===== src/rtl/apb_sm3_regif.sv =====
// APB register interface for an SM3 hash core: message/length staging, start/done handshake, hash capture.
// Optional build macro SM3_REGIF_RDBACK_EN: when defined, MSGn and BYTENUM read back their stored values.
module apb_sm3_regif (
    input  logic         io_mainClk,
    input  logic         resetCtrl_systemReset,
    input  logic [11:0]  io_apb_PADDR,
    input  logic         io_apb_PSEL,
    input  logic         io_apb_PENABLE,
    input  logic         io_apb_PWRITE,
    input  logic [31:0]  io_apb_PWDATA,
    output logic [31:0]  io_apb_PRDATA,
    output logic         io_apb_PREADY,
    output logic         io_apb_PSLVERROR,
    output logic         io_SM3_interrupt,
    output logic         core_start,
    output logic [511:0] core_block,
    output logic [31:0]  core_byte_nums,
    output logic [1:0]   core_mode,
    input  logic         core_done,
    input  logic [255:0] core_hash
);
    localparam int unsigned DATA_W   = 32;
    localparam int unsigned ADDR_W   = 12;
    localparam int unsigned NUM_MSG  = 16;
    localparam int unsigned NUM_HASH = 8;
    localparam int unsigned IDX_W    = 5;

    localparam logic [ADDR_W-1:0] BASE_ADDR   = 12'h200;
    localparam logic [ADDR_W-1:0] LAST_ADDR   = 12'h264;
    localparam logic [IDX_W-1:0]  IDX_STATUS  = 5'd0;
    localparam logic [IDX_W-1:0]  IDX_MSG0    = 5'd1;
    localparam logic [IDX_W-1:0]  IDX_BYTENUM = 5'd17;
    localparam logic [IDX_W-1:0]  IDX_HASH0   = 5'd18;

    typedef enum logic [1:0] {ST_IDLE, ST_BUSY, ST_DONE} state_t;

    state_t            state_q;
    logic [DATA_W-1:0] msg_q  [NUM_MSG];
    logic [DATA_W-1:0] hash_q [NUM_HASH];
    logic [DATA_W-1:0] bytenum_q;
    logic [DATA_W-1:0] prdata_q;
    logic [1:0]        mode_q;
    logic              go_q;
    logic              start_q;
    logic              irq_q;
    logic              pslverr_q;

    logic              setup_c;
    logic              access_c;
    logic [ADDR_W-1:0] word_c;
    logic [IDX_W-1:0]  idx_c;
    logic [3:0]        msg_idx_c;
    logic [2:0]        hash_idx_c;
    logic              in_range_c;
    logic              is_msg_c;
    logic              is_hash_c;
    logic              err_c;
    logic [DATA_W-1:0] rdata_c;

    // Address decode, evaluated in the setup phase and registered for the access phase
    assign setup_c    = io_apb_PSEL & ~io_apb_PENABLE;
    assign access_c   = io_apb_PSEL & io_apb_PENABLE;
    assign word_c     = (io_apb_PADDR - BASE_ADDR) >> 2;
    assign idx_c      = IDX_W'(word_c);
    assign msg_idx_c  = 4'(idx_c - IDX_MSG0);
    assign hash_idx_c = 3'(idx_c - IDX_HASH0);
    assign in_range_c = (io_apb_PADDR >= BASE_ADDR) && (io_apb_PADDR <= LAST_ADDR)
                        && (io_apb_PADDR[1:0] == 2'b00);
    assign is_msg_c   = (idx_c >= IDX_MSG0) && (idx_c < IDX_BYTENUM);
    assign is_hash_c  = (idx_c >= IDX_HASH0);
    assign err_c      = !in_range_c
                        || (io_apb_PWRITE && (is_hash_c || (state_q == ST_BUSY)));

    // Read mux; bit0 of STATUS is the start request, held until software clears it
    always_comb begin
        rdata_c = '0;
        if (idx_c == IDX_STATUS) begin
            rdata_c = {{(DATA_W-4){1'b0}}, (state_q == ST_DONE), mode_q, go_q};
        end else if (is_msg_c) begin
`ifdef SM3_REGIF_RDBACK_EN
            rdata_c = msg_q[msg_idx_c];
`else
            rdata_c = '0;
`endif
        end else if (idx_c == IDX_BYTENUM) begin
`ifdef SM3_REGIF_RDBACK_EN
            rdata_c = bytenum_q;
`else
            rdata_c = '0;
`endif
        end else if (is_hash_c) begin
            rdata_c = hash_q[hash_idx_c];
        end
    end

    always_ff @(posedge io_mainClk) begin
        if (resetCtrl_systemReset) begin
            state_q   <= ST_IDLE;
            for (int i = 0; i < NUM_MSG; i++)  msg_q[i]  <= '0;
            for (int i = 0; i < NUM_HASH; i++) hash_q[i] <= '0;
            bytenum_q <= '0;
            prdata_q  <= '0;
            mode_q    <= '0;
            go_q      <= 1'b0;
            start_q   <= 1'b0;
            irq_q     <= 1'b0;
            pslverr_q <= 1'b0;
        end else begin
            start_q   <= 1'b0;
            prdata_q  <= '0;
            pslverr_q <= 1'b0;
            if (setup_c) begin
                pslverr_q <= err_c;
                if (!err_c && !io_apb_PWRITE) prdata_q <= rdata_c;
            end
            // Writes commit on the access edge; the registered error already covers BUSY
            if (access_c && io_apb_PWRITE && !pslverr_q) begin
                if (idx_c == IDX_STATUS) begin
                    irq_q <= 1'b0;
                    go_q  <= io_apb_PWDATA[0];
                    if (io_apb_PWDATA[0]) begin
                        mode_q  <= io_apb_PWDATA[2:1];
                        state_q <= ST_BUSY;
                        start_q <= 1'b1;
                    end else begin
                        mode_q  <= '0;
                        state_q <= ST_IDLE;
                    end
                end else if (is_msg_c) begin
                    msg_q[msg_idx_c] <= io_apb_PWDATA;
                end else if (idx_c == IDX_BYTENUM) begin
                    bytenum_q <= io_apb_PWDATA;
                end
            end
            if ((state_q == ST_BUSY) && core_done) begin
                for (int i = 0; i < NUM_HASH; i++) hash_q[i] <= core_hash[DATA_W*i +: DATA_W];
                state_q <= ST_DONE;
                irq_q   <= 1'b1;
            end
        end
    end

    always_comb begin
        core_block = '0;
        for (int i = 0; i < NUM_MSG; i++) core_block[DATA_W*(NUM_MSG-1-i) +: DATA_W] = msg_q[i];
    end

    assign core_byte_nums   = bytenum_q;
    assign core_mode        = mode_q;
    assign core_start       = start_q;
    assign io_SM3_interrupt = irq_q;
    assign io_apb_PRDATA    = prdata_q;
    assign io_apb_PSLVERROR = pslverr_q;
    assign io_apb_PREADY    = io_apb_PSEL & io_apb_PENABLE;
endmodule


===== config.mk =====
export PLATFORM = sky130hd
export DESIGN_NAME = apb_sm3_regif
export DESIGN_NICKNAME = d
export VERILOG_FILES = /design/src/rtl/apb_sm3_regif.sv
export SDC_FILE = /design/constraint.sdc
export NUM_CORES = 1
export LEC_CHECK = 0
export CELL_PAD_IN_SITES_DETAIL_PLACEMENT = 1
export CELL_PAD_IN_SITES_GLOBAL_PLACEMENT = 1
export CORE_AREA = 2 2 350 352
export DETAILED_ROUTE_END_ITERATION = 16
export DIE_AREA = 0 0 352 354
export PLACE_DENSITY = 0.71
export SYNTH_ARGS = -nofsm -noshare
export SYNTH_HDL_FRONTEND = slang
export SYNTH_SLANG_ARGS = --single-unit
export TNS_END_PERCENT = 30

===== constraint.sdc =====
create_clock -name io_mainClk -period 9.5 [get_ports io_mainClk]
set_input_delay 1.9 -clock io_mainClk [delete_from_list [all_inputs] [get_ports io_mainClk]]
set_output_delay 1.9 -clock io_mainClk [all_outputs]
set_load 0.02 [all_outputs]

==> results of run 1 <==
==> cells in the final DEF (no fill, tap or decap), types with 6 or more instances in the layout <==
cell type / n
nor3b_2: 12
nand2_1: 72
bufinv_16: 8
mux2i_1: 32
o21ai_4: 16
clkdlybuf4s50_1: 881
dfxtp_1: 71
nor3b_1: 309
mux4_2: 64
edfxtp_1: 768
clkbuf_16: 93
clkinv_2: 21
buf_4: 61
nor2_1: 32
a21oi_1: 36
clkbuf_1: 15
diode_2: 6
nor2b_1: 68
clkinv_1: 19
and2_1: 386
==> layout make-up <==
class	instances	area [µm²]
fill	12342	73400
sequential	839	24500
timing repair buffer	947	9330
multi-input combinational	1086	8540
clock buffer	112	2440
tap	1625	2030
clock inverter	61	653
inverter	5	18.8
antenna	6	15.0
==> flip-flops by register name, summed over array words and instances, names as in the netlist <==
name / count
io_apb_PRDATA: 32
hash_q: 256
core_mode: 2
go_q: 1
core_start: 1
io_apb_PSLVERROR: 1
state_q: 2
core_byte_nums: 32
msg_q: 512
==> power breakdown <==
| part | switching (W) | internal, W |
|---|---|---|
| logic | 0.000415 | 0.000310 |
| clock network | 0.00158 | 0.00207 |
| registers | 0.0000441 | 0.00413 |
| total | 0.00204 | 0.00651 |
==> worst register-to-register path: cells and delay by family, from the launching register on <==
family          cells  cell delay, ns
compound gates      2            1.45
simple gates        2            1.08
buf+inv             1            0.48
flops               1            0.31
==> per-layer routing <==
metal / GRT usage / up-vias
li1: - / 9438
met1: 0.226 / 11034
met2: 0.360 / 1029
met3: 0.0552 / 203
met4: 0.0790 / 6
met5: 0 / -
==> path summary, 6_finish.rpt <==
kind                                          from                 end  cells past startpoint
worst min register to register  core_byte_nums[10]  core_byte_nums[10]                      2
worst max-delay path               io_apb_PADDR[4]        msg_q[1][25]                      8
worst max register to register    io_apb_PSLVERROR        msg_q[1][25]                      5
worst min-delay path            core_byte_nums[10]  core_byte_nums[10]                      2
==> kinds of logic (layout without fill, tap and decap cells) <==
family                     after synthesis  count (layout)  share of synthesized area
and+or+nand+nor                        911             911                      0.176
DFF                                    839             839                      0.729
buffers and inverters                  195            1125                     0.0269
muxes                                   96              96                     0.0524
AOI/OAI and AO/OA                       75              75                     0.0139
adders and majority gates                2               2                   0.000745
xor gates and xnor gates                 2               2                   0.000745
other                                    0               6                          0
==> per-stage QoR <==
stage	instances	hold WS, ns	power [W]	worst slack (ns)	area, µm²
after CTS	4675	0.457	0.00864	4.01	47500
after global routing	4677	0.485	0.00881	3.80	47500
after floorplan	2120	0.432	0.00456	1.33	33600
final	4681	0.456	0.00855	3.98	47500
after detailed placement	4502	0.449	0.00499	3.26	44400
after global placement	4502	0.442	0.00498	3.43	44400
==> metrics.csv, run 1 <==
stage;metric;value;unit
run_status;outcome;finished, final reports clean;
setup_path;critical_path_class;primary input to flop;
layout;fin_util;0.393;
routing;wl_per_cell;27.6;µm
power_and_ir_drop;p_leak;16.3;nW
power_and_ir_drop;peakVddDrop;0.139;mV
cts;clock_latency;0.69;ns
synth;yosysWarnings;0;
place;place_congestion;0.835;
cts;cts-root-buf;clkbuf_16;
synth;yosys.area.top_type;edfxtp_1;
cts;cts_tree;built;
synth;ys_seq_area_frac;0.729;
synth;ys_top_cells_by_count;edfxtp_1 (768), and2_1 (388), nor3b_1 (309);
synth;syn-num-nets;2428;
setup_path;arrival;5.79;ns
routing;met2_length;66.3;mm
timing;worst_slew_pin_slew;1.21;ns
setup_path;cpLargestDelayFamily;buffers and inverters;
floorplanning;start_util;0.278;
floorplanning;io_pins;888;
job;cap_violations;0;
routing;drt-total-wl;129;mm
cts;cts_sinks;839;
layout;syn2layout_area_growth;41.4;%
timing;fin_worst_skew;0.0398;ns
synth;synthArstFlopShare;0;
routing;route.detailed.drc;0;
synth;synth_area_leaders;edfxtp_1 (69%), and2_1 (7.2%), nor3b_1 (6.9%);
timing;rsz0062_at_grt;false;
synth;synth.most_common_cell;edfxtp_1;
routing;top_layer_used;met5;
synth;synth_edf_count;768;
timing;setup_viol;0;
timing;slew_headroom;0.189;
timing;finalHoldViolCount;0;
routing;vias;21710;
setup_path;end_kind;flop;
routing;dr.pass1.iters;5;
worst_hold_path;min_path_type;flop to flop;
floorplanning;core_area;121000;µm²
synth;synth_top_area_frac;0.687;
routing;viasPerCell;4.64;
cts;postCtsResizedCells;0;
cts;post_cts_buffers;0;
place;dp_hpwl;89.6;mm
setup_path;crit_chain;clkdlybuf4s50_1 -> inv_1 -> ha_2 -> nor3b_4 -> xnor2_2 -> or3_4 -> buf_4 -> o21ai_4;
setup_path;slowest_delay;0.87;ns
setup_path;critPathMaxFanout;52;
routing;wl_met1;47.3;mm
layout;drive_gt1_frac;0.106;
timing;fin_crit;5.52;ns
setup_path;crit_buf_inv;3;
floorplanning;num_rows;128;
synth;synth_ff_type;edfxtp_1;
setup_path;cp_data_required_time;9.77;ns
floorplanning;die_area;125000;µm²
grt;grt_pass1_vias;22851;
setup_path;start_kind;primary input;
timing;slew_viol_final;0;
power_and_ir_drop;power.density;180;nW/µm²
synth;synth_area;33600;µm²
synth;synth-seq-cells;839;
floorplanning;die_width;352;µm
grt;grt_pass1_wl;178;mm
layout;nNetsFinal;3280;
place;portBuffers;887;
setup_path;regToRegSetupSlack;5.74;ns
cts;htree_levels;3;
cts;cts_buffers;93;
routing;drt_iter0_drc;1783;
synth;syn_avg_cell_area;15.8;µm²
setup_path;cp_slowest_cell;o21ai_4;
timing;fmax;0.181;GHz
cts;clk_pin_slew_worst_paths;0.06;ns
cts;postCtsHoldBufs;0;
grt;track_usage;0.201;
grt;grt.overflow.total;0;
synth;netlist_instances;2120;
grt;antenna_found_initial;16;
grt;grt_max_degree;168;
floorplanning;die-height;354;µm
cts;clk_path_buf_depth;3;
synth;ys_types;48;
routing;wl_met3;10.4;mm
timing;finalCritPeriodShare;0.581;
routing;drtAntennaViolNets;0;
timing;fin_tns_setup;0;ns
No activity file was read; power rests on OpenSTA's default activity.
==> run 2: changes to the inputs <==
- CORE_AREA: 2 2 350 352 -> 2 2 347 349
- DIE_AREA: 0 0 352 354 -> 0 0 349 351
- PLACE_DENSITY: 0.71 -> 0.75
- clock period: 9.5 -> 5.04 ns (I/O delays scaled with it)
==> run 2 against run 1 <==
Effect of this change:
- sequential share of layout area decreased by 0.13 points
- routed wire length increased by 1.5%
- clock skew is 0.0034 ns lower
==> metrics.csv, run 2 (synthesis gave the netlist of run 1 again) <==
stage;metric;value;unit;change
routing;viasPerCell;4.83;;+4.1%
cts;cts_buffers;92;;-1.1%
cts;clk_pin_slew_worst_paths;0.06;ns;about the same
grt;track_usage;0.207;;+0.00630
setup_path;regToRegSetupSlack;1.77;ns;-3.97 ns
place;portBuffers;887;;unchanged
grt;grt.overflow.total;0;;unchanged
setup_path;crit_start;io_apb_PADDR[4];;
routing;vias;22363;;+3.0%
layout;regArea;24500;µm²;unchanged
setup_path;critical_path_class;primary input to flop;;
layout;final_cell_mix;clkdlybuf4s50_1 (877), edfxtp_1 (768), and2_1 (386);;
routing;wl_per_cell;28.3;µm;+2.6%
setup_path;crit_end;msg_q[9][28];;
grt;grt_pass1_vias;23263;;+1.8%
routing;drtAntennaViolNets;0;;unchanged
setup_path;end_kind;flop;;
place;place_congestion;0.810;;-3.0%
timing;slew_viol_final;0;;unchanged
setup_path;start_kind;primary input;;
setup_path;reg2reg_depth;4;;-1
routing;met2_length;66.9;mm;+0.97%
layout;top_register;msg_q;;
layout;reg_top3;msg_q (512), hash_q (256);;
timing;fmax;0.255;GHz;
timing;fin_tns_setup;0;ns;unchanged
cts;cts_sinks;839;;unchanged
routing;dr.pass1.iters;7;;+2
setup_path;path_depth;9;;+1
cts;clock_latency;0.70;ns;about the same
timing;slew_headroom;0.127;;-0.0624
timing;rsz0062_at_grt;false;;
floorplanning;start_util;0.282;;+0.00443
routing;drt-total-wl;131;mm;+1.5%
job;cap_violations;0;;unchanged
cts;clk_path_buf_depth;3;;unchanged
floorplanning;io_pins;888;;unchanged
setup_path;critPathMaxFanout;33;;-37%
setup_path;crit_buf_inv;4;;+1
setup_path;r2r_start;io_apb_PSLVERROR;;
routing;wl_met1;47.1;mm;-0.29%
cts;postCtsHoldBufs;0;;unchanged
routing;wl_met3;10.7;mm;+3.4%
setup_path;cpLargestDelayFamily;buffers and inverters;;
setup_path;crit_top_cell;buf_4;;
cts;postCtsResizedCells;0;;unchanged
grt;grt_max_degree;138;;-18%
routing;route.detailed.drc;0;;unchanged
timing;fin_worst_skew;0.0364;ns;-0.00339 ns
floorplanning;die_width;349;µm;-0.85%
cts;post_cts_buffers;0;;unchanged
layout;fin_util;0.400;;+0.00731
floorplanning;die_area;122000;µm²;-1.7%
power_and_ir_drop;p_leak;16.4;nW;+0.79%
setup_path;arrival;4.26;ns;-1.53 ns
layout;nNetsFinal;3311;;+0.95%
floorplanning;core_area;119000;µm²;-1.6%
place;dpl.cell_count;4457;;-1.0%
layout;drive_gt1_frac;0.113;;+0.00748
layout;syn2layout_area_growth;41.8;%;
grt;grt_pass1_wl;178;mm;+0.49%
routing;top_layer_used;met5;;
grt;antenna_found_initial;30;;+14
setup_path;cp_slowest_cell;or3_4;;
floorplanning;num_rows;127;;-0.78%
timing;worst_slew_pin_slew;1.31;ns;+0.0982 ns
timing;finalHoldViolCount;0;;unchanged
cts;cts_tree;built;;
power_and_ir_drop;peakVddDrop;0.237;mV;+70%
worst_hold_path;min_path_type;flop to flop;;
setup_path;r2r_end;msg_q[0][16];;
setup_path;crit_chain;clkdlybuf4s50_1 -> inv_1 -> ha_2 -> nor3b_4 -> xnor2_2 -> or3_4 -> buf_4 -> o21ai_4 -> buf_4;;
timing;finalCritPeriodShare;0.779;;
layout;final.fill_count;12083;;-2.1%
floorplanning;die-height;351;µm;-0.85%
cts;htree_levels;3;;unchanged
cts;cts-root-buf;clkbuf_16;;
place;dp_hpwl;91.1;mm;+1.7%
power_and_ir_drop;power.density;336;nW/µm²;+87%
layout;largest_reg_flops;512;;unchanged
layout;final_cell_count_no_fill;4631;;-1.1%
setup_path;slowest_delay;0.71;ns;-0.16 ns
run_status;outcome;finished, final reports clean;;
timing;fin_crit;3.93;ns;
timing;setup_viol;0;;unchanged
setup_path;cp_data_required_time;5.37;ns;-4.40 ns
layout;layout_commonest_cell;clkdlybuf4s50_1;;
routing;drt_iter0_drc;1944;;+9.0%
layout;multi_input_area;8550;µm²;about the same
run 2: how the worst min path moves through the flow:
stage	start	endpoint	slack (ns)	cells past startpoint
floorplan	go_q	io_apb_PRDATA[0]	0.43	1
global placement	core_byte_nums[30]	core_byte_nums[30]	0.44	2
detailed placement	go_q	io_apb_PRDATA[0]	0.45	1
CTS	core_byte_nums[7]	core_byte_nums[7]	0.46	2
global route	core_byte_nums[7]	core_byte_nums[7]	0.48	2
finish	core_byte_nums[14]	core_byte_nums[14]	0.46	2
run 2: layout make-up:
cell class | instances | share of cell area
antenna | 5 | 0.000263
clock buffer | 118 | 0.0519
clock inverter | 51 | 0.0105
inverter | 5 | 0.000394
multi-input combinational | 1086 | 0.179
sequential | 839 | 0.514
tap | 1548 | 0.0407
timing repair buffer | 979 | 0.203
run 2: tightest hold or removal path: stages, from the launching register on:
cell	delay, ns
dfxtp_1	0.31
nand2_1	0.05
a21oi_1	0.05
run 2: routing by layer:
layer  vias up  track usage
met5         -            0
met4        22       0.0923
met3       263       0.0511
met2      1185        0.371
met1     11389        0.233
li1       9504            -
run 2: power breakdown:
group / switching, W / total, W / internal [W]
clock network: 0.00297 / 0.00673 / 0.00376
logic: 0.000817 / 0.00142 / 0.000606
registers: 0.0000724 / 0.00786 / 0.00778
run 2: metrics by stage:
step           cell area, µm²  setup slack (ns)  hold WS [ns]  power, W
6_report                47600              1.11         0.457    0.0160
5_1_grt                 47600              1.05         0.475    0.0165
4_1_cts                 47600              1.15         0.460    0.0162
3_5_place_dp            44700             0.425         0.451   0.00944
3_3_place_gp            44700             0.462         0.442   0.00941
2_1_floorplan           33600            -0.876         0.432   0.00857
==> run 3: changes to the inputs <==
- clock period: 5.04 -> 3.57 ns (I/O delays scaled with it)
==> run 3 against run 2 <==
Effect of this change:
- utilization rose by 0.36 points
- sequential power rose by 41%
- via count fell by 0.84%
- first-iteration DRC count fell by 5.9%
- clock power rose by 41%
- setup slack got worse by 0.63 ns
- clock skew fell by 0.0029 ns
- worst hold slack got worse by 0.024 ns
- critical path depth fell by 1
- sequential share of layout area fell by 0.46 points
- cell count rose by 0.39%
- register-to-register slack got worse by 0.64 ns
- critical path type unchanged
==> metrics.csv, run 3 (synthesis gave the netlist of run 1 again) <==
stage;metric;value;unit;change
setup_path;crit_buf_inv;3;;-1
timing;setup_viol;0;;unchanged
layout;regArea;24500;µm²;unchanged
layout;n_antenna_cell;0;;-5
setup_path;crit_start;io_apb_PADDR[4];;
floorplanning;io_pins;888;;unchanged
grt;antenna_found_initial;21;;-30%
cts;cts_buffers;92;;unchanged
setup_path;end_kind;flop;;
setup_path;cp_data_required_time;3.96;ns;-1.41 ns
power_and_ir_drop;p_seq_frac;0.490;;about the same
timing;finalWorstSetupSlack;0.483;ns;-0.632 ns
place;portBuffers;887;;unchanged
timing;finalHoldViolCount;0;;unchanged
setup_path;cp_slowest_cell;buf_4;;
timing;finalCritPeriodShare;0.865;;
floorplanning;die_width;349;µm;unchanged
setup_path;cpLargestDelayFamily;buffers and inverters;;
setup_path;arrival;3.47;ns;-0.79 ns
timing;fin_hold_ws;0.433;ns;-0.0237 ns
power_and_ir_drop;p_leak;16.6;nW;+1.2%
routing;drt_iter0_drc;1829;;-5.9%
grt;grt_pass1_vias;23291;;+0.12%
setup_path;critical_path_class;primary input to flop;;
routing;viasPerCell;4.77;;-1.2%
layout;largest_reg_flops;512;;unchanged
job;cap_violations;0;;unchanged
routing;route.detailed.drc;0;;unchanged
place;place_congestion;0.799;;-1.3%
grt;grt_max_degree;87;;-37%
layout;multi_input_area;8550;µm²;about the same
routing;wl_per_cell;27.7;µm;-2.1%
timing;slew_headroom;0.314;;+0.187
place;dp_hpwl;90.9;mm;-0.20%
setup_path;slowest_delay;0.66;ns;-0.05 ns
power_and_ir_drop;switching_share;0.238;;-0.00298
setup_path;critPathMaxFanout;68;;+110%
power_and_ir_drop;p_int;0.0173;W;+42%
layout;syn2layout_area_growth;43.1;%;
power_and_ir_drop;clockPowerShare;0.420;;about the same
timing;slew_viol_final;0;;unchanged
cts;postCtsResizedCells;0;;unchanged
grt;grt_pass1_wl;177;mm;-0.78%
routing;dr.pass1.iters;5;;-2
floorplanning;start_util;0.282;;unchanged
layout;top_register;msg_q;;
timing;fin_worst_skew;0.0335;ns;-0.00288 ns
floorplanning;die-height;351;µm;unchanged
layout;final_cell_mix;clkdlybuf4s50_1 (876), edfxtp_1 (768), and2_1 (386);;
cts;postCtsHoldBufs;0;;unchanged
power_and_ir_drop;power.total;0.0226;W;+41%
power_and_ir_drop;p_switching;0.00539;W;+40%
run_status;outcome;finished, final reports clean;;
cts;cts_sinks;839;;unchanged
cts;htree_levels;3;;unchanged
cts;clock_latency;0.68;ns;-0.02 ns
power_and_ir_drop;comb_power_share;0.090;;about the same
routing;drt-total-wl;129;mm;-1.7%
cts;clk_pin_slew_worst_paths;0.07;ns;about the same
layout;layout_commonest_cell;clkdlybuf4s50_1;;
floorplanning;num_rows;127;;unchanged
cts;cts_tree;built;;
routing;drtAntennaViolNets;0;;unchanged
layout;nNetsFinal;3330;;+0.57%
power_and_ir_drop;power.density;471;nW/µm²;+40%
timing;rsz0062_at_grt;false;;
cts;post_cts_buffers;0;;unchanged
floorplanning;core_area;119000;µm²;unchanged
cts;cts-root-buf;clkbuf_16;;
setup_path;r2r_start;io_apb_PSLVERROR;;
timing;worst_slew_pin_slew;1.03;ns;-0.284 ns
layout;final.fill_count;12081;;-0.017%
worst_hold_path;min_path_type;flop to flop;;
routing;vias;22176;;-0.84%
floorplanning;die_area;122000;µm²;unchanged
grt;track_usage;0.204;;-0.00319
place;dpl_worst_slack;-0.167;ns;-0.593 ns
timing;fmax;0.324;GHz;
layout;reg_top3;msg_q (512), hash_q (256);;
worst_hold_path;min_from;go_q;;
setup_path;crit_chain;clkdlybuf4s50_1 -> inv_1 -> ha_2 -> nor3b_4 -> xnor2_2 -> or3_4 -> buf_4 -> nor3b_1;;
cts;clk_path_buf_depth;3;;unchanged
setup_path;start_kind;primary input;;
layout;drive_gt1_frac;0.119;;+0.00561
power_and_ir_drop;peakVddDrop;0.337;mV;+42%
timing;fin_crit;3.09;ns;
grt;grt.overflow.total;0;;unchanged
[run 3: cell types whose count changed in the layout (fill, tap and decap cells not counted), moves of 2 or more]
cell / change
clkbuf_1: +2
buf_4: -3
bufinv_16: +2
clkinv_1: +2
buf_12: +23
diode_2: -5
clkbuf_8: -2
inv_6: +2
[run 3: path summary, 6_finish.rpt]
check	to	slack (ns)	cells after the start
hold / removal	io_apb_PRDATA[0]	0.43	1
hold reg to reg	io_apb_PRDATA[0]	0.43	1
setup / recovery	msg_q[2][11]	0.48	8
setup reg to reg	msg_q[2][11]	1.13	5
[run 3: per-layer routing]
metal | part of all wire | vias up | global-route usage
li1 | - | 9548 | -
met1 | 0.36 | 11369 | 0.228
met2 | 0.53 | 1047 | 0.373
met3 | 0.078 | 208 | 0.0504
met4 | 0.037 | 4 | 0.0753
met5 | 0.00021 | - | 0
[run 3: worst reg2reg max path, cell delays in order, from the launching register on]
cell,delay [ns]
dfxtp_1,0.31
nand4b_1,0.28
a211o_1,0.42
or3_4,0.46
buf_4,0.40
nor3b_1,0.38
[run 3: per-stage QoR]
stage	area [µm²]	setup TNS [ns]	cells	utilization
after floorplan	33700	-258.70	2120	-
after global placement	45100	-5.55	4476	0.379
after detailed placement	45100	-11.91	4476	0.379
after CTS	48100	0	4649	0.404
after global routing	48100	0	4649	0.404
final	48100	0	4649	0.404
[run 3: final cells by class]
type | count | area share
well taps | 1548 | 0.0403
repair buffers | 998 | 0.210
clock inverters | 56 | 0.0118
clock buffers | 117 | 0.0505
multi-input cells | 1086 | 0.178
inverters | 5 | 0.000390
flip-flops and latches | 839 | 0.509
[run 3: power groups by stage]
stage	clock network, W	logic (W)	registers [W]
after floorplan	0	0.000601	0.0115
after global placement	0	0.00204	0.0113
after detailed placement	0	0.00207	0.0113
after CTS	0.00970	0.00208	0.0111
after global routing	0.0100	0.00214	0.0111
final	0.00950	0.00204	0.0111
